## src/rtl/key_evt_fifo.sv

```systemverilog
// rtl/key_evt_fifo.sv - debounced key event queue, polled or interrupt-driven bus responder
module key_evt_fifo #(
   parameter int DB_CYCLES = 500000,
   parameter int DEPTH     = 16
) (
   input  logic        clk,
   input  logic        rst_n,
   input  logic        evt_en,
   input  logic        re,
   input  logic        we,
   input  logic [3:0]  addr,
   input  logic [31:0] din,
   input  logic [7:0]  key,
   output logic [31:0] dout,
   output logic        ready,
   output logic        irq
);

   localparam int AW = $clog2(DEPTH);
   localparam int CW = $clog2(DB_CYCLES);
   localparam logic [AW:0]   FULL_CNT  = (AW+1)'(DEPTH);
   localparam logic [AW:0]   PTR_ONE   = (AW+1)'(1);
   localparam logic [CW-1:0] TICK_LAST = CW'(DB_CYCLES - 1);
   localparam logic [CW-1:0] TICK_ONE  = CW'(1);

   typedef enum logic {IDLE, RESP} state_t;

   state_t        state_q, state_d;
   logic          ready_q, ready_d;
   logic [31:0]   dout_q, dout_d;
   logic          irq_q, irq_d;
   logic [1:0]    ctrl_q, ctrl_d;
   logic          ovf_q, ovf_d;
   logic [AW:0]   wptr_q, wptr_d, rptr_q, rptr_d, cnt_q, cnt_d;
   logic [7:0]    sync1_q, sync1_d, sync2_q, sync2_d;
   logic [7:0]    sample_q, sample_d, stable_q, stable_d, pending_q, pending_d;
   logic [CW-1:0] tick_cnt_q, tick_cnt_d;
   logic [3:0]    mem_q [DEPTH];

   logic          tick;
   logic [7:0]    chg, clr_mask;
   logic [2:0]    push_idx;
   logic          push, pop, push_ok, full, not_empty, req;
   logic [3:0]    head;
   logic [31:0]   rdata;
   logic          unused_ok;

   assign unused_ok = ^{din[31:3], addr[1:0]};

   // Synchronise keys, run the shared sample tick, and move stable state on two agreeing samples
   always_comb begin
      sync1_d    = key;
      sync2_d    = sync1_q;
      tick       = (tick_cnt_q == TICK_LAST);
      tick_cnt_d = tick ? '0 : tick_cnt_q + TICK_ONE;
      sample_d   = tick ? sync2_q : sample_q;
      chg        = tick ? (~(sync2_q ^ sample_q) & (sync2_q ^ stable_q)) : 8'h00;
      stable_d   = stable_q ^ chg;
   end

   // Pick the lowest pending key for this cycle's push; disabling flushes pending changes
   always_comb begin
      push_idx = 3'd0;
      for (int i = 7; i >= 0; i--) begin
         if (pending_q[i]) push_idx = 3'(i);
      end
      push      = ctrl_q[0] && (|pending_q);
      clr_mask  = 8'h01 << push_idx;
      pending_d = ctrl_q[0] ? ((pending_q & ~clr_mask) | chg) : 8'h00;
   end

   // FIFO bookkeeping, register file and the two-state bus responder
   always_comb begin
      full      = (cnt_q == FULL_CNT);
      not_empty = (cnt_q != '0);
      req       = (state_q == IDLE) && evt_en && (re || we);
      pop       = req && !we && (addr[3:2] == 2'd1) && not_empty;
      push_ok   = push && (!full || pop);
      head      = mem_q[rptr_q[AW-1:0]];

      case (addr[3:2])
         2'd0:    rdata = {20'd0, ovf_q, full, 9'(cnt_q), not_empty};
         2'd1:    rdata = not_empty ? {1'b1, 22'd0, head[3], 5'd0, head[2:0]} : 32'd0;
         2'd2:    rdata = {30'd0, ctrl_q};
         default: rdata = {24'd0, stable_q};
      endcase

      wptr_d = push_ok ? wptr_q + PTR_ONE : wptr_q;
      rptr_d = pop ? rptr_q + PTR_ONE : rptr_q;
      case ({push_ok, pop})
         2'b10:   cnt_d = cnt_q + PTR_ONE;
         2'b01:   cnt_d = cnt_q - PTR_ONE;
         default: cnt_d = cnt_q;
      endcase

      ctrl_d = ctrl_q;
      ovf_d  = ovf_q;
      if (req && we && (addr[3:2] == 2'd2)) begin
         ctrl_d = din[1:0];
         if (din[2]) ovf_d = 1'b0;
      end
      // a dropped event in the same cycle as a clear keeps the flag set
      if (push && full && !pop) ovf_d = 1'b1;

      irq_d = ctrl_q[1] && not_empty;

      state_d = state_q;
      ready_d = 1'b0;
      dout_d  = 32'd0;
      case (state_q)
         IDLE: if (req) begin
            state_d = RESP;
            ready_d = 1'b1;
            dout_d  = we ? 32'd0 : rdata;
         end
         default: state_d = IDLE;
      endcase
   end

   // Register all control state and the bus FSM
   always_ff @(posedge clk or negedge rst_n) begin
      if (!rst_n) begin
         state_q    <= IDLE;
         ready_q    <= 1'b0;
         dout_q     <= 32'd0;
         irq_q      <= 1'b0;
         ctrl_q     <= 2'd0;
         ovf_q      <= 1'b0;
         wptr_q     <= '0;
         rptr_q     <= '0;
         cnt_q      <= '0;
         sync1_q    <= 8'h00;
         sync2_q    <= 8'h00;
         sample_q   <= 8'h00;
         stable_q   <= 8'h00;
         pending_q  <= 8'h00;
         tick_cnt_q <= '0;
      end else begin
         state_q    <= state_d;
         ready_q    <= ready_d;
         dout_q     <= dout_d;
         irq_q      <= irq_d;
         ctrl_q     <= ctrl_d;
         ovf_q      <= ovf_d;
         wptr_q     <= wptr_d;
         rptr_q     <= rptr_d;
         cnt_q      <= cnt_d;
         sync1_q    <= sync1_d;
         sync2_q    <= sync2_d;
         sample_q   <= sample_d;
         stable_q   <= stable_d;
         pending_q  <= pending_d;
         tick_cnt_q <= tick_cnt_d;
      end
   end

   // Event storage holds only {press, key index}; the bus word is rebuilt on read
   always_ff @(posedge clk) begin
      if (push_ok) mem_q[wptr_q[AW-1:0]] <= {stable_q[push_idx], push_idx};
   end

   assign ready = ready_q;
   assign dout  = dout_q;
   assign irq   = irq_q;

endmodule
```

## config.mk

```make
export PLATFORM = sky130hd
export DESIGN_NAME = key_evt_fifo
export DESIGN_NICKNAME = d
export VERILOG_FILES = /design/src/rtl/key_evt_fifo.sv
export SDC_FILE = /design/constraint.sdc
export NUM_CORES = 1
export LEC_CHECK = 0
export BUFFER_PORTS_ARGS = -buffer_cell sky130_fd_sc_hd__buf_4
export CAP_MARGIN = 20
export CORE_MARGIN = 3
export CORE_UTILIZATION = 40
export CTS_BUF_LIST = sky130_fd_sc_hd__clkbuf_4 sky130_fd_sc_hd__clkbuf_8 sky130_fd_sc_hd__clkbuf_16
export CTS_CLUSTER_DIAMETER = 150
export DETAILED_ROUTE_END_ITERATION = 10
export GPL_TIMING_DRIVEN = 0
export RECOVER_POWER = 25
export SLEW_MARGIN = 20
export SYNTH_ARGS = -nofsm -noshare
export SYNTH_HDL_FRONTEND = slang
export SYNTH_SLANG_ARGS = --single-unit
export TNS_END_PERCENT = 20
```

## constraint.sdc

```tcl
create_clock -name clk -period 2.7 [get_ports clk]
set_input_delay 0 -clock clk [delete_from_list [all_inputs] [get_ports clk]]
set_output_delay 0 -clock clk [all_outputs]
set_load 0.03 [all_outputs]
```

== After elaboration in Yosys (flattened, before gate mapping) ==
Memories as Yosys holds them, arrays and structs flattened.
Index checks and enable logic that the tools add are counted.

* Register bits: 111
* RAM bits: 64
* Input bits: 49
* Logic and storage cells: 87
* Memories: 1

{| class="wikitable"
|+ Memories
! memory !! depth !! bits a word !! read ports !! clocked after memory_dff !! wr ports !! RTL line !! source
|-
| mem_q || 16 || 4 || 1 || 0 || 1 || 38 || <nowiki>logic [3:0] mem_q [DEPTH];</nowiki>
|}

* $add $sub $neg: 5
* Magnitude comparators: 1
* Equality and inequality tests: 6
* Shift-type cells: 1
* Mux-type cells: 26
* Bitwise logic cells: 9
* Reduce and logical (&&, ||, !) cells: 24

{| class="wikitable"
|+ Operators with widths
! operator !! number
|-
| 2-to-1 mux 32 bit || 4
|-
| case mux 32 bit (3 select lines) || 1
|-
| 2-to-1 mux 3 bit || 8
|-
| bitwise XOR 8 bit || 3
|-
| adder 19 x 1 -> 19 bit (second input constant) || 1
|-
| == test 19 bit (second input constant) || 1
|-
| 2-to-1 mux 19 bit || 1
|-
| bitwise AND 8 bit || 2
|-
| 2-to-1 mux 8 bit || 2
|-
| inverter 8 bit || 2
|-
| adder 5 x 1 -> 5 bit (second input constant) || 3
|-
| logical AND 1 bit || 12
|-
| case mux 5 bit (2 select lines) || 1
|-
| 2-to-1 mux 1 bit || 8
|-
| OR 8 bit || 1
|-
| OR reduction 8 bit || 1
|-
| left shift 1 x 3 -> 8 bit (first input constant) || 1
|-
| nonzero test 2 bit || 3
|-
| == test 5 bit (second input constant) || 1
|-
| nonzero test 5 bit || 1
|-
| subtractor 5 x 1 -> 5 bit (second input constant) || 1
|-
| == test 2 x 1 -> 1 bit (second input constant) || 2
|-
| == test 2 bit (second input constant) || 2
|-
| < comparator 3 x 4 -> 1 bit (second input constant) || 1
|-
| 6 further kinds || 9
|}

== Logic depth before layout (Yosys ltp) ==
Gate-level depths: netlist (run 1).

* Depth in word-level cells: 13
* Depth in mapped cells: 11
* Mapped depth without buffers: 10

== Worst setup path after synthesis (run 1) ==
No wires, ideal clock.

* Kind: register to register
* Start: register cnt_q[1]
* End: register cnt_q[4]
* Arrival time: 2.550 ns
* Path slack: 0.070 ns
* Cell stages (with the launch flop): 11
* Buffers on the path: 0
* Cell sequence: dfrtp_1 -> or4_4 -> o2111ai_4 -> inv_6 -> nand2_4 -> inv_1 -> fa_1 -> a21o_1 -> a21oi_1 -> mux2i_1 -> xnor2_1

* Cells in the longest elaborated chain, start to end: 6
* Elaborated cells between the ends (all ways): 12
* Those cells by class: 2 x add/sub; 3 x eq/ne; 1 x mux; 6 x reduce/logical

{| class="wikitable"
|+ Ends and longest elaborated chain
! item !! RTL line !! source
|-
| from (decl) || 34 || <nowiki>logic [AW:0] wptr_q, wptr_d, rptr_q, rptr_d, cnt_q, cnt_d;</nowiki>
|-
| from (signal assigned) || 147 || <nowiki>cnt_q <= cnt_d;</nowiki>
|-
| == test 5 bit / nonzero test 5 bit (equally long branches) || 74, 75 ||
|-
| zero test 1 bit / logical AND 1 bit (equally long branches) || 78, 77 ||
|-
| logical OR 1 bit || 78 || <nowiki>push_ok = push && (!full || pop);</nowiki>
|-
| logical AND 1 bit || 78 ||
|-
| == test 2 x 1 -> 1 bit / == test 2 bit (equally long branches) || 90 || <nowiki>case ({push_ok, pop})</nowiki>
|-
| case mux 5 bit (2 select lines) / nonzero test 2 bit (equally long branches) || -- ||
|}

Several ways; a longest one is shown, not always the timed one.
A chain may end at the register's enable or synchronous reset.

==> results of run 1 <==
## Yosys cell counts (all sizes together)
cell	instances
mux2i	8
and2	7
nand2	39
nor3	12
xor2	8
and4bb	1
a31oi	1
o21a	1
or2	1
nand3	13
a21o	2
mux2	8
or3	5
nor2b	5
dfrtp	89
a21boi	7
inv	26
nor4	11
conb	1
a22oi	5
nand2b	3
o311a	1
and4	1
o2111ai	1
fa	1
o31ai	3
o21ai	44
nor2	32
or4	4
or3b	1
xnor2	16
a211oi	2
and3	4
nand4	6
o22ai	2
a21oi	17
o211ai	1
buf	24
edfxtp	64
nor3b	9
clkbuf	12
nor4b	1
mux4	17
ha	9
## worst min-delay path by stage
stage	endpoint	slack (ns)	depth (start not counted)
finish	dout[2]	0.07	3
global route	ctrl_q[0]	0.09	4
CTS	dout[2]	0.05	3
detailed placement	sync1_q[5]	0.11	1
global placement	sync1_q[1]	0.11	1
floorplan	cnt_q[0]	-0.30	0
## power breakdown
group	switching, W	internal, W	total [W]
Clock	0.000923	0.00134	0.00226
Sequential	0.000106	0.00249	0.00260
Combinational	0.000404	0.000320	0.000724
Total	0.00143	0.00415	0.00559
## metal layers
layer	wire length, microns	track usage
met4	165	0.0594
met3	651	0.0389
met5	0	0
met2	6590	0.249
met1	6350	0.219
## metrics by stage
| stage | setup TNS [ns] | power [W] |
|---|---|---|
| floorplan | 0 | 0.00310 |
| global placement | -7.70 | 0.00329 |
| detailed placement | -0.424 | 0.00331 |
| CTS | 0 | 0.00562 |
| global route | -1.45 | 0.00582 |
| finish | 0 | 0.00559 |
## kinds of logic (layout without fill, tap and decap cells)
logic type / count (synthesis) / after routing
and+or+nand+nor: 155 / 155
DFF: 153 / 153
AOI/OAI and AO/OA: 87 / 87
buffers and inverters: 62 / 147
muxes: 33 / 33
xor gates and xnor gates: 24 / 24
adders and majority gates: 10 / 10
other: 1 / 20
## worst reg2reg max path, stage by stage, from the launching register on
cell and delay, ns:
dfrtp_1 0.39, and4bb_2 0.39, o2111ai_4 0.19, a31oi_2 0.52, nand2_1 0.21, nor3_1 0.59
## state kept, by name (all words and copies together), names as in the netlist, 8 cells and up
name and cells:
sync1_q 8, dout 12, stable_q 8, sync2_q 8, tick_cnt_q 19, pending_q 8
mem_q 64, sample_q 8
## area by class of cell
class                   count  area, sq um
fillers                  1390         8050
plain buffers              36          220
clock buffers              17          425
clock inverters            15          133
well taps                 216          270
inverters                  26          103
flip-flops and latches    153         4150
repair buffers             53          430
multi-input cells         329         2390
## repair_timing
item	in CTS	in global routing
hold endpoints to repair	101	0
resized for setup	6	6
buffers inserted	4	3
hold buffers	15	0
pin swaps	1	3
endpoints found under the setup margin	14	22
==> impl_metrics.toml, run 1 <==
[placement]
dp.cells = 791
io_buffers = 29
dp_slack_ns = -0.134
placed_cell_area_sq_um = 7330
dp.final_hpwl_microns = 9460
place_congestion = 0.912

[floorplanning]
initial_core_util = 0.417
rows = 46
ios = 83
die_x_microns = 136
dieArea_sq_um = 18500
die_h_microns = 136
core-area_sq_um = 16200

[layout]
syn2layout_area_growth_pct = 20.5
diodes = 0
nNetsFinal = 675
fin_area_sq_um = 8130
final_cell_mix = "dfrtp_1, edfxtp_1, buf_4"
fin_util = 0.503
final_cells = 845
drive_above_1_share = 0.223
final_common_cell = "dfrtp_1"

[status]
violations = "capacitance limit, slew limit"
outcome = "finished, violations left"

[critical_path]
cp.arrival_ns = 2.70
start_kind = "flop"
critical_path.slowest_cell = "nor3_1"
reg2regPathDepth = 5
crit_start = "ready"
crit_path_max_incr_delay_ns = 0.59
crit_type = "flop to flop"
regToRegStartpoint = "ready"
crit_family = "simple AND/OR/NAND/NOR gates"
cp-endpoint = "mem_q[7][3]"
crit_chain = "and4bb_2, o2111ai_4, a31oi_2, nand2_1, nor3_1"
r2r_setup_slack_ns = 0.05
crit_required_ns = 2.76
reg2reg_to = "mem_q[7][3]"
critPathMaxFanout = 7
cp_num_cells = 5
path_buf_inv = 0
endpoint_kind = "flop"

[global_routing]
grt_max_degree = 90
grt_pass1_vias = 4291
antenna_found_initial = 0
grt_usage = 0.160
grt_overflow_total = 0
grt_pass1_wl_microns = 22400

[synthesis]
synth_fa_ha_area_frac = 0.0197
synth_top_area_cell = "dfrtp_1"
muxShareOfSynthArea = 0.0820
yosysUniqueCellTypes = 58
ys_seq_area_frac = 0.615
synth_compound_area_frac = 0.0800
synth_top_cell_area_share = 0.330
synthesis.area_sq_um = 6740
synthTopCellsByArea = "dfrtp_1, edfxtp_1, mux4_2"
synth_top_family_by_area = "simple AND/OR/NAND/NOR gates"
syn_area_per_cell_sq_um = 12.8
yosys.area_share.simple = 0.124
ys.warnings.count = 0
synthXorXnorAreaFrac = 0.0312
ys_seq_elements = 153
netlist_instances = 525

[clock_network]
cts_buffers = 17
cts_tree = "done"
clock_latency_ns = 0.42
htree_levels = 4
cts_root_buf = "clkbuf_16"
cts_buffer_depth = 2
cts.clk_slew.worst_paths_ns = 0.06
cts_num_sinks = 153

[drt]
vias = 4306
wirelength_microns = 13800
drt-vias-per-instance = 5.10
routedWlPerCell_microns = 16.3
drtIter0Drc = 346
drtPass1Iterations = 4
ant_nets = 0
route.detailed.drc = 0

[timing]
slew_viol_final = 90
slew_headroom = -0.445
clock_skew_ns = 0.0109
hold_viol_final = 0
worst_pin_slew_ns = 2.17
setup_viol = 0
rsz0062_at_grt = "yes"
period_needed_ns = 2.65
fin_ws_ns = 0.0519
fmax_ghz = 0.378
finalCritPeriodShare = 0.981
holdWs_ns = 0.0676

[min_path]
hp-start = "addr[2]"
min_path_type = "primary input to flop"

[pwr]
p_leak_nw = 3.47
power_density_nw_per_um2 = 687
ir_worst_vdd_v = 0.000462

[run]
maxCapViolCount = 1
Power figures use the tool's default switching activity.
==> run 2: changes to the inputs <==
Clock period 2.7 ns to 2.5 ns, I/O delays scaled along.
==> run 2 against run 1 <==
  * The run ends with capacitance limit, slew limit, setup timing left
  * Final area grew 1.0%
  * Sequential cell count is the same
  * Power grew 10%
  * Critical path type unchanged
  * Wire length shrank 0.77%
  * Via count shrank 0.46%
  * Critical path depth grew 5
  * Largest cell class unchanged
  * Worst hold slack gained 0.0069 ns
  * Sequential power grew 8.1%
  * Clock-buffer cell count is the same
==> impl_metrics.toml, run 2 (same netlist as run 1, synthesis figures left out) <==
[critical_path]
start_kind = "flop"
critPathMaxFanout = 4
regToRegStartpoint = "cnt_q[0]"
reg2reg_to = "cnt_q[4]"
crit_type = "flop to flop"
endpoint_kind = "flop"
cp.arrival_ns = 2.93
reg2regPathDepth = 10
r2r_setup_slack_ns = -0.09
crit_required_ns = 2.84

[pwr]
p_seq_frac = 0.456
power_density_nw_per_um2 = 750
pwr-share-comb = 0.123
p_leak_nw = 3.48
swShare = 0.255
p_switching_w = 0.00157
p_clk_frac = 0.421
ir_worst_vdd_v = 0.000556
p_int_w = 0.00459

[placement]
placed_cell_area_sq_um = 7340
place_congestion = 0.858
dp_slack_ns = -0.274
dp.cells = 791
io_buffers = 29
dp.final_hpwl_microns = 9300

[min_path]
min_path_type = "primary input to flop"
hp-start = "we"
worstHoldEndpoint = "ctrl_q[1]"
hold_path_depth = 4

[drt]
vias = 4286
route.detailed.drc = 0
drtPass1Iterations = 4
wirelength_microns = 13700
ant_nets = 0
drt-vias-per-instance = 5.07
drtIter0Drc = 308
routedWlPerCell_microns = 16.1

[timing]
slew_headroom = -0.435
fin_ws_ns = -0.0856
clock_skew_ns = 0.00870
fmax_ghz = 0.387
rsz0062_at_grt = "yes"
hold_viol_final = 0
setup_viol = 14
period_needed_ns = 2.59
holdWs_ns = 0.0745
finalCritPeriodShare = 1.03
worst_pin_slew_ns = 2.15
slew_viol_final = 90

[layout]
syn2layout_area_growth_pct = 21.7
fin_area_sq_um = 8210
final_cell_mix = "dfrtp_1, edfxtp_1, buf_4"
fillCellCount = 1397
final_cells = 846
nNetsFinal = 676
drive_above_1_share = 0.238
largest_register_ffs = 64
final_common_cell = "dfrtp_1"
diodes = 0

[floorplanning]
ios = 83
die_x_microns = 136
core-area_sq_um = 16200
initial_core_util = 0.417
rows = 46
die_h_microns = 136
dieArea_sq_um = 18500

[clock_network]
htree_levels = 4
cts_tree = "done"
cts_buffer_depth = 2
cts.clk_slew.worst_paths_ns = 0.06
clock_latency_ns = 0.42
cts_buffers = 17
cts_root_buf = "clkbuf_16"
cts_num_sinks = 153

[global_routing]
grt_overflow_total = 0
grt_pass1_wl_microns = 22000
grt_max_degree = 90
antenna_found_initial = 0
grt_pass1_vias = 4198
grt_usage = 0.155

[status]
outcome = "finished, violations left"
violations = "capacitance limit, slew limit, setup timing"

[run]
maxCapViolCount = 1
==> run 2: critical path: stages (launching register included) <==
cell       delay [ns]
dfrtp_2          0.42
or4_4            0.55
o2111ai_4        0.30
inv_6            0.06
nand2_4          0.06
inv_2            0.06
fa_2             0.37
a21o_1           0.18
a21oi_2          0.14
mux2i_1          0.23
xnor2_1          0.14
==> run 2: final cells by class <==
| cell class | count | area [sq um] | area share |
|---|---|---|---|
| sequential | 153 | 4150 | 0.506 |
| tap | 216 | 270 | 0.0329 |
| clock inverter | 15 | 174 | 0.0212 |
| multi-input combinational | 329 | 2420 | 0.295 |
| timing repair buffer | 54 | 440 | 0.0536 |
| inverter | 26 | 103 | 0.0125 |
| buffer | 36 | 220 | 0.0268 |
| clock buffer | 17 | 425 | 0.0518 |
==> run 2: routing by layer <==
metal / track usage / part of all wire / vias to the layer above
met5: 0 / 0 / -
met4: 0.0498 / 0.011 / 0
met3: 0.0370 / 0.044 / 11
met2: 0.243 / 0.48 / 78
met1: 0.214 / 0.46 / 2158
li1: - / - / 2039
==> run 2: worst max path at each step <==
stage	from	endpoint	slack, ns	cells past startpoint
2_1_floorplan	cnt_q[3]	cnt_q[4]	-0.06	10
3_3_place_gp	pending_q[2]	mem_q[6][3]	-0.66	5
3_5_place_dp	cnt_q[2]	cnt_q[4]	-0.27	10
4_1_cts	ready	mem_q[6][0]	-0.17	5
5_1_grt	cnt_q[0]	cnt_q[4]	-0.24	10
6_report	cnt_q[0]	cnt_q[4]	-0.09	10
==> run 2: through the flow <==
step	power [W]	setup TNS (ns)	util
2_1_floorplan	0.00335	-0.0994	-
3_3_place_gp	0.00356	-14.05	0.452
3_5_place_dp	0.00357	-3.84	0.454
4_1_cts	0.00621	-2.29	0.505
5_1_grt	0.00640	-5.06	0.508
6_report	0.00616	-0.392	0.508
==> run 2: what timing repair did <==
action                                  CTS  global route
hold buffers                             15             0
hold endpoints to repair                101             0
gates resized for setup                   9             8
setup buffers                             7             1
endpoints found under the setup margin   39            59
pin swaps                                 6             0
==> run 2: power by group through the flow <==
stage / clock [W] / combinational (W) / sequential (W)
finish: 0.00259 / 0.000756 / 0.00281
global route: 0.00275 / 0.000832 / 0.00282
CTS: 0.00264 / 0.000766 / 0.00281
detailed placement: 0 / 0.000701 / 0.00287
global placement: 0 / 0.000695 / 0.00287
floorplan: 0 / 0.000502 / 0.00285
